`config.mk`:
```
export PLATFORM = sky130hd
export DESIGN_NAME = mod_sub_pipe
export DESIGN_NICKNAME = d
export VERILOG_FILES = /design/src/rtl/mod_arith_pkg.sv /design/src/rtl/pipe_stage.sv /design/src/rtl/mod_sub_pipe.sv
export SDC_FILE = /design/constraint.sdc
export NUM_CORES = 1
export LEC_CHECK = 0
export ABC_AREA = 1
export ABC_CLOCK_PERIOD_IN_PS = 3900
export BUFFER_PORTS_ARGS = -buffer_cell sky130_fd_sc_hd__clkbuf_2
export CAP_MARGIN = 15
export CORE_UTILIZATION = 60
export DETAILED_ROUTE_END_ITERATION = 10
export GPL_TIMING_DRIVEN = 0
export PLACE_DENSITY = 0.84
export SYNTH_ARGS = -nofsm -noshare
export SYNTH_HDL_FRONTEND = slang
export SYNTH_SLANG_ARGS = --single-unit
```
`constraint.sdc`:
```
create_clock -name clk_i -period 3.9 [get_ports clk_i]
set_input_delay 0.78 -clock clk_i [delete_from_list [all_inputs] [get_ports clk_i]]
set_output_delay 0.78 -clock clk_i [all_outputs]
set_load 0.005 [all_outputs]
```
`src/rtl/mod_arith_pkg.sv`:
```
// Shared constants and types for the modular arithmetic units.
// Serves mod_sub_pipe and mod_add.
package mod_arith_pkg;

  localparam int Q_WIDTH = 23;
  localparam int unsigned DILITHIUM_Q = 32'd8380417;

  // difference a - b with its borrow in the MSB
  typedef logic [Q_WIDTH:0] mod_diff_t;

endpackage

```
`src/rtl/pipe_stage.sv`:
```
// Generic valid/ready register slice with a data-width parameter.
// Ports: clk_i, rst_n_i, in_* (upstream side), out_* (downstream side).
module pipe_stage #(
  parameter int DW = 8
) (
  input  logic          clk_i,
  input  logic          rst_n_i,
  input  logic          in_valid,
  output logic          in_ready,
  input  logic [DW-1:0] in_data,
  output logic          out_valid,
  input  logic          out_ready,
  output logic [DW-1:0] out_data
);

  logic          valid_q;
  logic [DW-1:0] data_q;

  // load when empty or when the held item leaves this cycle
  assign in_ready  = !valid_q | out_ready;
  assign out_valid = valid_q;
  assign out_data  = data_q;

  always_ff @(posedge clk_i or negedge rst_n_i) begin
    if (!rst_n_i) begin
      valid_q <= 1'b0;
      data_q  <= '0;
    end else if (in_ready) begin
      valid_q <= in_valid;
      if (in_valid)
        data_q <= in_data;
    end
  end

endmodule

```
`src/rtl/mod_sub_pipe.sv`:
```
// Two-stage modular subtractor: c = (a - b) mod q, valid/ready on both sides.
// Ports: clk_i, rst_n_i, valid_i/ready_o/a_i/b_i/q_i in, valid_o/ready_i/c_o out.
module mod_sub_pipe
  import mod_arith_pkg::*;
#(
  parameter int W = Q_WIDTH
) (
  input  logic         clk_i,
  input  logic         rst_n_i,
  input  logic         valid_i,
  output logic         ready_o,
  input  logic [W-1:0] a_i,
  input  logic [W-1:0] b_i,
  input  logic [W-1:0] q_i,
  output logic         valid_o,
  input  logic         ready_i,
  output logic [W-1:0] c_o
);

  localparam int S1W = 2 * W + 1;

  logic [W:0]     d;
  logic [S1W-1:0] s1_in;
  logic [S1W-1:0] s1_out;
  logic           s1_valid;
  logic           s2_ready;
  logic [W:0]     s1_d;
  logic [W-1:0]   s1_q;
  logic [W-1:0]   c_next;

  assign d     = {1'b0, a_i} - {1'b0, b_i};
  assign s1_in = {d, q_i};

  pipe_stage #(.DW(S1W)) u_s1 (
    .clk_i    (clk_i),
    .rst_n_i  (rst_n_i),
    .in_valid (valid_i),
    .in_ready (ready_o),
    .in_data  (s1_in),
    .out_valid(s1_valid),
    .out_ready(s2_ready),
    .out_data (s1_out)
  );

  assign s1_d = s1_out[S1W-1:W];
  assign s1_q = s1_out[W-1:0];

  // borrow set means a < b: fold back by adding the carried q
  assign c_next = s1_d[W] ? s1_d[W-1:0] + s1_q : s1_d[W-1:0];

  pipe_stage #(.DW(W)) u_s2 (
    .clk_i    (clk_i),
    .rst_n_i  (rst_n_i),
    .in_valid (s1_valid),
    .in_ready (s2_ready),
    .in_data  (c_next),
    .out_valid(valid_o),
    .out_ready(ready_i),
    .out_data (c_o)
  );

endmodule

```
## Word-level counts from Yosys, hierarchy flattened

Index checks and enable logic that the tools add are counted.

| operators by class | value |
|---|---|
| reductions and logical operators | 4 |
| add/sub/neg operators | 2 |
| bitwise operators | 2 |
| multiplexer cells | 1 |

Operators by type and width:

| operator | number |
|---|---|
| subtractor 23 x 23 -> 24 bit | 1 |
| adder 23 bit | 1 |
| 2-to-1 mux 23 bit | 1 |
| AND reduction 2 bit | 2 |
| logical NOT 1 bit | 2 |
| OR 1 bit | 2 |

| word-level totals | value |
|---|---|
| output and inout bits | 25 |
| flip-flop bits (word level) | 72 |
| word-level logic and storage cells | 13 |

## Logic depth before layout (Yosys ltp)

Gate-level depths: netlist of run 1.

| logic depth | value |
|---|---|
| word-level depth | 4 |
| gate-level depth with buffers | 13 |
| mapped depth without buffers | 13 |

## Cells and area by module

From an unflattened synthesis of run 1, not the netlist that was laid out.

| second synthesis, totals | value |
|---|---|
| cell total of the unflattened synthesis | 976 |
| area, all modules | 6258.5 µm² |

By module, submodules not included:

| module | area an instance (µm²) | times used | cells an instance | seq. area each (µm²) |
|---|---|---|---|---|
| mod_sub_pipe | 3362.0 | 1 | 665 | 0.0 |
| pipe_stage (u_s1) | 1920.6 | 1 | 208 | 1201.2 |
| pipe_stage (u_s2) | 975.9 | 1 | 103 | 600.6 |

## Least setup slack after synthesis of run 1

No wires, ideal clock.

| path | value |
|---|---|
| path type | input to register |
| start point | in a_i[0] |
| end point | reg u_s1.data_q[35], in the netlist u_s1.out_data[35] |
| library setup time | 0.117 ns |
| arrival | 2.119 ns |
| cell stages on the path | 13 |
| buffers on the path | 0 |
| path slack | 1.664 ns |
| cells stage by stage | inv_1 -> ha_1 -> fa_1 -> inv_1 -> nand3_1 -> nand3_2 -> inv_1 -> o21bai_2 -> nand2_1 -> nand2_1 -> nand2_1 -> nand3_1 -> nand2_1 |

| on the way | value |
|---|---|
| cells in the longest elaborated chain, start to end | 1 |

Ends and longest elaborated chain:

| item | RTL line | RTL |
|---|---|---|
| from (decl) | mod_sub_pipe.sv:12 | `input logic [W-1:0] a_i,` |
| subtractor 23 x 23 -> 24 bit | mod_sub_pipe.sv:31 | `assign d = {1'b0, a_i} - {1'b0, b_i};` |
| to (signal assigned) | pipe_stage.sv:31 | `data_q <= in_data;` |
| to (decl) | pipe_stage.sv:17 | `logic [DW-1:0] data_q;` |

Every way passes these cells.
A chain may end at the register's enable or synchronous reset.

## Worst setup path in the final report of run 1

| path | value |
|---|---|
| start point | reg u_s1.data_q[23], in the netlist u_s1.out_data[23] |
| end point | reg u_s2.data_q[16], in the netlist u_s2.out_data[16] |

| on the way | value |
|---|---|
| cells in the longest elaborated chain, start to end | 2 |

Ends and longest elaborated chain:

| item | RTL line | RTL |
|---|---|---|
| adder 23 bit | mod_sub_pipe.sv:49 | `assign c_next = s1_d[W] ? s1_d[W-1:0] + s1_q : s1_d[W-1:0];` |
| 2-to-1 mux 23 bit | mod_sub_pipe.sv:49 |  |
| to (signal assigned) | pipe_stage.sv:31 |  |
| to (decl) | pipe_stage.sv:17 |  |

Every way passes these cells.

==> results.py, run 1 <==
metrics = {
    "synth": {
        "synth-async-reset-ratio_pct": 100,
        "synth_area_um2": 6090,
        "synth-edff-count": 0,
        "yosysSeqAreaShare_pct": 29.6,
        "synth-main-ff-cell": "dfrtp_1",
        "syn_avg_cell_area_um2": 6.26,
        "synth-seq-cells": 72,
        "yosys_warnings": 0,
        "syn-num-nets": 1092,
        "ys_types": 37,
        "netlist_instances": 972,
    },
    "critical_path": {
        "crit_chain": "ha_1 > inv_1 > fa_1 > nand3b_1 > nand2_1 > nand2_1 > nand2_2 > nand2_1 > nand2_1 > nor2_1 > o21bai_1 > nand2_1",
        "critPathCaptureType": "flop",
        "path_common_cell": "nand2_1",
        "path_class": "reg2reg",
        "start_kind": "flop",
        "crit_start": "u_s1.out_data[23]$_DFFE_PN0P_",
        "slowest_delay_ns": 0.43,
        "crit_required_ns": 4.14,
        "r2r_start": "u_s1.out_data[23]$_DFFE_PN0P_",
        "crit_slowest_cell": "fa_1",
        "cp.arrival_ns": 2.52,
        "crit_fanout": 4,
    },
    "timing": {
        "setup_slack_ns": 1.62,
        "max_freq_mhz": 439,
        "slew_viol_final": 0,
        "worstMarginPinSlew_ns": 0.646,
        "hold_violations": 0,
        "period_share_pct": 58.4,
        "relSlewSlack_pct": 56.9,
        "rsz0062_at_grt": "no",
        "min_period_ns": 2.28,
        "setup_viol": 0,
        "fin_setup_tns_ns": 0,
        "fin_skew_ns": 0.0118,
    },
    "detailed_routing": {
        "wl_per_cell_um": 13.4,
        "first_iter_violations": 201,
        "vias": 6268,
        "firstDrtPassIters": 5,
        "drc": 0,
        "drt_wl_total_um": 16300,
        "vias_per_cell": 5.14,
        "ant_nets": 0,
    },
    "die": {
        "rows": 36,
        "io_pins": 98,
        "core_area_um2": 9820,
        "die_h_um": 103,
        "die-area_um2": 10600,
        "die_w_um": 103,
        "initial_core_util_pct": 62.0,
    },
    "clock_network": {
        "cts_root_buf": "clkbuf_8",
        "htreeDepth": 3,
        "worstSkewPairLatency_ns": 0.37,
        "ctsResizeCount": 0,
        "cts_buffer_depth": 2,
        "ctsHoldBuffers": 0,
        "cts_inserted_buffers": 9,
        "clkSinkCount": 72,
        "clkTransAtPathRegs_ns": 0.08,
        "cts_setup_buffers": 0,
        "cts_tree": "yes",
    },
    "pwr": {
        "max-vdd-ir-drop_uv": 219,
        "p_per_area_nw_per_um2": 474,
        "leakage_nw": 4.10,
        "total_power_w": 0.00331,
    },
    "cells_and_area": {
        "diodes": 0,
        "design_area_um2": 6980,
        "final_common_cell": "nand2_1",
        "nets": 1201,
        "most-common-layout-cells": "nand2_1, inv_1, clkbuf_2, nor2_1, dfrtp_1",
        "drive_above_1_share_pct": 14.7,
        "final_core_util_pct": 71.1,
        "area_growth_pct": 14.7,
    },
    "placed_design": {
        "placedInstanceArea_um2": 6770,
        "dp_hpwl_um": 13200,
        "gp_congestion": 0.945,
        "post-place-ws_ns": 1.35,
        "port_buffers": 97,
    },
    "job": {
        "cap_violations": 0,
    },
    "global_route": {
        "grt_first_pass_wirelength_um": 26500,
        "grt_pass1_vias": 5934,
        "gr-usage-met2_pct": 57.5,
        "grt_util_met3_pct": 5.22,
        "use_met1_pct": 39.3,
        "grt_overflow_total": 0,
        "antenna_found_initial": 0,
        "grt_usage_pct": 33.2,
        "grt_busiest_layer": "met2",
        "grt_start_max_net_pins": 51,
    },
    "hold_path": {
        "min_path_type": "in2async",
    },
    "run_status": {
        "status": "finished clean",
    },
}
==> registers in the layout, indices dropped and copies added, names as in the netlist <==
| name | cells |
|---|---|
| u_s1.out_data | 47 |
| u_s2.out_valid | 1 |
| u_s1.out_valid | 1 |
| u_s2.out_data | 23 |
==> worst max-delay path, delay by kind of cell, from the launching register on <==
family | cells | cell delay [ns]
AND/OR/NAND/NOR | 8 | 0.85
AO/OA/AOI/OAI | 1 | 0.18
buffers and inverters | 1 | 0.07
adder cells (fa/ha/maj) | 2 | 0.65
flip-flops | 1 | 0.40
==> metal layers <==
layer / wire [µm] / vias up
li1: - / 3241
met3: 886 / 59
met1: 6890 / 2768
met2: 7780 / 200
met4: 751 / 0
met5: 0 / -
==> kinds of logic after synthesis <==
logic type,synth area share (%)
AOI/OAI and AO/OA,8.45
DFF,29.6
adders and majority gates,9.91
buffers and inverters,10.4
xor gates and xnor gates,1.58
and+or+nand+nor,40.0
==> power by group <==
group	switching, W	internal (W)	total, W
Sequential	0.000158	0.000950	0.00111
Clock	0.000301	0.000335	0.000636
Combinational	0.000976	0.000588	0.00156
==> stage by stage <==
stage               cells  hold WS, ns
CTS                  1219        0.346
detailed placement   1203        0.465
floorplan             972        0.455
global route         1219        0.356
global placement     1202        0.464
finish               1219        0.336
==> synth_stat cells, types with 6 or more instances <==
library cell	n	area share [%]
nand2_1	395	24
inv_1	142	8.8
nor2_1	85	5.2
dfrtp_1	72	30
nand3_1	59	4.9
ha_1	45	9.2
a21oi_1	42	3.5
o21ai_0	27	2.2
nand4_1	12	1.2
buf_2	10	0.82
nand2_2	10	1.0
xnor2_1	10	1.4
o21ai_1	7	0.58
clkbuf_1	6	0.37
==> final timing paths <==
| path | to | slack (ns) | cells past startpoint |
|---|---|---|---|
| worst max register to register | u_s2.out_data[16]$_DFFE_PN0P_ | 1.62 | 12 |
| min in group clk_i | u_s2.out_data[21]$_DFFE_PN0P_ | 0.48 | 2 |
| worst min register to register | u_s2.out_data[21]$_DFFE_PN0P_ | 0.48 | 2 |
| worst min-delay path | u_s2.out_data[4]$_DFFE_PN0P_ | 0.34 | 1 |
| worst max-delay path | u_s2.out_data[16]$_DFFE_PN0P_ | 1.62 | 12 |
| max in group asynchronous | u_s1.out_data[40]$_DFFE_PN0P_ | 2.99 | 2 |
==> layout make-up <==
cell class	instances	area (µm²)
buffer	19	91.3
clock buffer	11	151
clock inverter	5	63.8
fill	940	2840
inverter	145	544
multi-input combinational	736	3650
sequential	72	1800
tap	133	166
timing repair buffer	98	515
No activity file was read; power rests on OpenSTA's default activity.
==> run 2: changes to the inputs <==
--- a/config.mk
+++ b/config.mk
@@ -6,13 +6,13 @@
 export NUM_CORES = 1
 export LEC_CHECK = 0
 export ABC_AREA = 1
-export ABC_CLOCK_PERIOD_IN_PS = 3900
+export ABC_CLOCK_PERIOD_IN_PS = 2350
 export BUFFER_PORTS_ARGS = -buffer_cell sky130_fd_sc_hd__clkbuf_2
 export CAP_MARGIN = 15
-export CORE_UTILIZATION = 60
+export CORE_UTILIZATION = 58
 export DETAILED_ROUTE_END_ITERATION = 10
 export GPL_TIMING_DRIVEN = 0
-export PLACE_DENSITY = 0.84
+export PLACE_DENSITY = 0.82
 export SYNTH_ARGS = -nofsm -noshare
 export SYNTH_HDL_FRONTEND = slang
 export SYNTH_SLANG_ARGS = --single-unit
==> constraint.sdc (replaced) <==
create_clock -name clk_i -period 2.35 [get_ports clk_i]
set_input_delay 0.47 -clock clk_i [delete_from_list [all_inputs] [get_ports clk_i]]
set_output_delay 0.47 -clock clk_i [all_outputs]
set_load 0.005 [all_outputs]
==> run 2 against run 1 <==
Net effect: non-clock buffer count unchanged; critical path type unchanged; setup slack got worse by 1.4 ns; flip-flop and latch count unchanged; sequential share of layout area about the same; routed wire length decreased by 1.3%; highest routed layer unchanged.
==> results.py, run 2 (synthesis gave the netlist of run 1 again) <==
metrics = {
    "clock_network": {
        "ctsResizeCount": 0,
        "clkSinkCount": 72,
        "cts_setup_buffers": 0,
        "cts_inserted_buffers": 9,
        "cts_tree": "yes",
        "ctsHoldBuffers": 0,
        "worstSkewPairLatency_ns": 0.36,
        "cts_buffer_depth": 2,
        "cts_root_buf": "clkbuf_8",
        "htreeDepth": 3,
        "clkTransAtPathRegs_ns": 0.08,
    },
    "cells_and_area": {
        "most-common-layout-cells": "nand2_1, inv_1, clkbuf_2, nor2_1, dfrtp_1",
        "largest_register_ffs": 47,
        "drive_above_1_share_pct": 14.9,
        "diodes": 0,
        "final_common_cell": "nand2_1",
        "area_growth_pct": 14.9,
        "nets": 1201,
        "fin_cells": 1222,
    },
    "die": {
        "core_area_um2": 10200,
        "die_h_um": 104,
        "initial_core_util_pct": 59.5,
        "rows": 37,
        "die_w_um": 104,
        "die-area_um2": 10900,
        "io_pins": 98,
    },
    "global_route": {
        "grt_start_max_net_pins": 47,
        "grt_overflow_total": 0,
        "grt_first_pass_wirelength_um": 26900,
        "grt_pass1_vias": 5968,
        "antenna_found_initial": 0,
        "grt_usage_pct": 31.2,
    },
    "pwr": {
        "p_per_area_nw_per_um2": 793,
        "power_switching_w": 0.00239,
        "p_clk_share_pct": 20.3,
        "seq_power_share_pct": 33.1,
        "p_int_w": 0.00316,
        "swShare_pct": 43.0,
        "leakage_nw": 4.10,
        "power_frac_comb_pct": 46.6,
        "max-vdd-ir-drop_uv": 408,
    },
    "timing": {
        "fin_setup_tns_ns": 0,
        "period_share_pct": 90.6,
        "rsz0062_at_grt": "no",
        "slew_viol_final": 0,
        "setup_viol": 0,
        "max_freq_mhz": 470,
        "fin_skew_ns": 0.00793,
        "min_period_ns": 2.13,
        "relSlewSlack_pct": 58.3,
        "hold_violations": 0,
        "worstMarginPinSlew_ns": 0.626,
    },
    "detailed_routing": {
        "wl_per_cell_um": 13.2,
        "firstDrtPassIters": 4,
        "drt_wl_total_um": 16100,
        "first_iter_violations": 308,
        "vias": 6354,
        "ant_nets": 0,
        "drc": 0,
        "vias_per_cell": 5.20,
    },
    "critical_path": {
        "start_kind": "flop",
        "crit_buf_inv": 1,
        "crit_fanout": 4,
        "crit_required_ns": 2.60,
        "cp.arrival_ns": 2.38,
        "path_common_cell": "nand2_1",
        "crit_slowest_cell": "dfrtp_1",
        "critPathTopFamily": "simple AND/OR/NAND/NOR gates",
        "critPathCaptureType": "flop",
        "slowest_delay_ns": 0.39,
        "path_class": "reg2reg",
        "crit_chain": "ha_1 > inv_1 > fa_2 > nand3b_1 > nand2_2 > nand2_1 > nand2_2 > nand2_1 > nand2_1 > nor2_1 > o21bai_1 > nand2_1",
    },
    "placed_design": {
        "port_buffers": 97,
        "place_inst": 1206,
        "dp_hpwl_um": 13200,
        "gp_congestion": 0.968,
    },
    "job": {
        "cap_violations": 0,
    },
    "run_status": {
        "status": "finished clean",
    },
    "hold_path": {
        "min_path_type": "in2async",
    },
}
## run 2: power by group through the flow
stage	Clock [W]	Combinational [W]	Sequential (W)
after CTS	0.00114	0.00257	0.00183
after global placement	0	0.00250	0.00184
after global routing	0.00120	0.00295	0.00187
after floorplan	0	0.00180	0.00179
after detailed placement	0	0.00255	0.00185
final	0.00113	0.00258	0.00184
## run 2: through the flow
step	worst slack, ns	hold slack (ns)	total power, W	util, %	area, µm²
6_report	0.222	0.0465	0.00555	68.4	7000
5_1_grt	0.0834	0.0600	0.00601	68.4	7000
4_1_cts	0.125	0.0517	0.00554	68.3	6990
3_5_place_dp	0.118	0.442	0.00441	66.1	6770
3_3_place_gp	0.139	0.461	0.00434	65.9	6740
2_1_floorplan	0.424	0.174	0.00359	-	6090
## run 2: final cells by class
class,count,area [µm²]
well taps,136,170
plain buffers,19,91.3
fillers,997,3230
clock buffers,9,124
flip-flops and latches,72,1800
multi-input cells,736,3650
inverters,145,544
repair buffers,98,508
clock inverters,7,103
## run 2: worst register-to-register path: cells and delay by family (launching register included)
kind	cells	cell delay, ns
compound gates	1	0.18
fa+ha+maj	2	0.60
buf+inv	1	0.07
flops	1	0.39
simple gates	8	0.76
## run 2: path summary, 6_finish.rpt
kind                            depth (start not counted)  slack [ns]                       endpoint                          start
worst max-delay path                                   12        0.22  u_s2.out_data[16]$_DFFE_PN0P_  u_s1.out_data[23]$_DFFE_PN0P_
worst min-delay path                                    1        0.05  u_s2.out_data[18]$_DFFE_PN0P_                        rst_n_i
worst max register to register                         12        0.22  u_s2.out_data[16]$_DFFE_PN0P_  u_s1.out_data[23]$_DFFE_PN0P_
worst min register to register                          2        0.48  u_s2.out_data[12]$_DFFE_PN0P_  u_s2.out_data[12]$_DFFE_PN0P_
max in group asynchronous                               2        1.73  u_s1.out_data[13]$_DFFE_PN0P_                        rst_n_i
min in group clk_i                                      3        0.29   u_s1.out_data[6]$_DFFE_PN0P_                         q_i[6]
## run 2: per-layer routing
| metal | wire length, µm | vias up | global-route usage (%) |
|---|---|---|---|
| li1 | - | 3247 | - |
| met1 | 6740 | 2839 | 37.3 |
| met2 | 7760 | 216 | 55.3 |
| met3 | 952 | 52 | 4.26 |
| met4 | 646 | 0 | 14.4 |
| met5 | 0 | - | 0 |
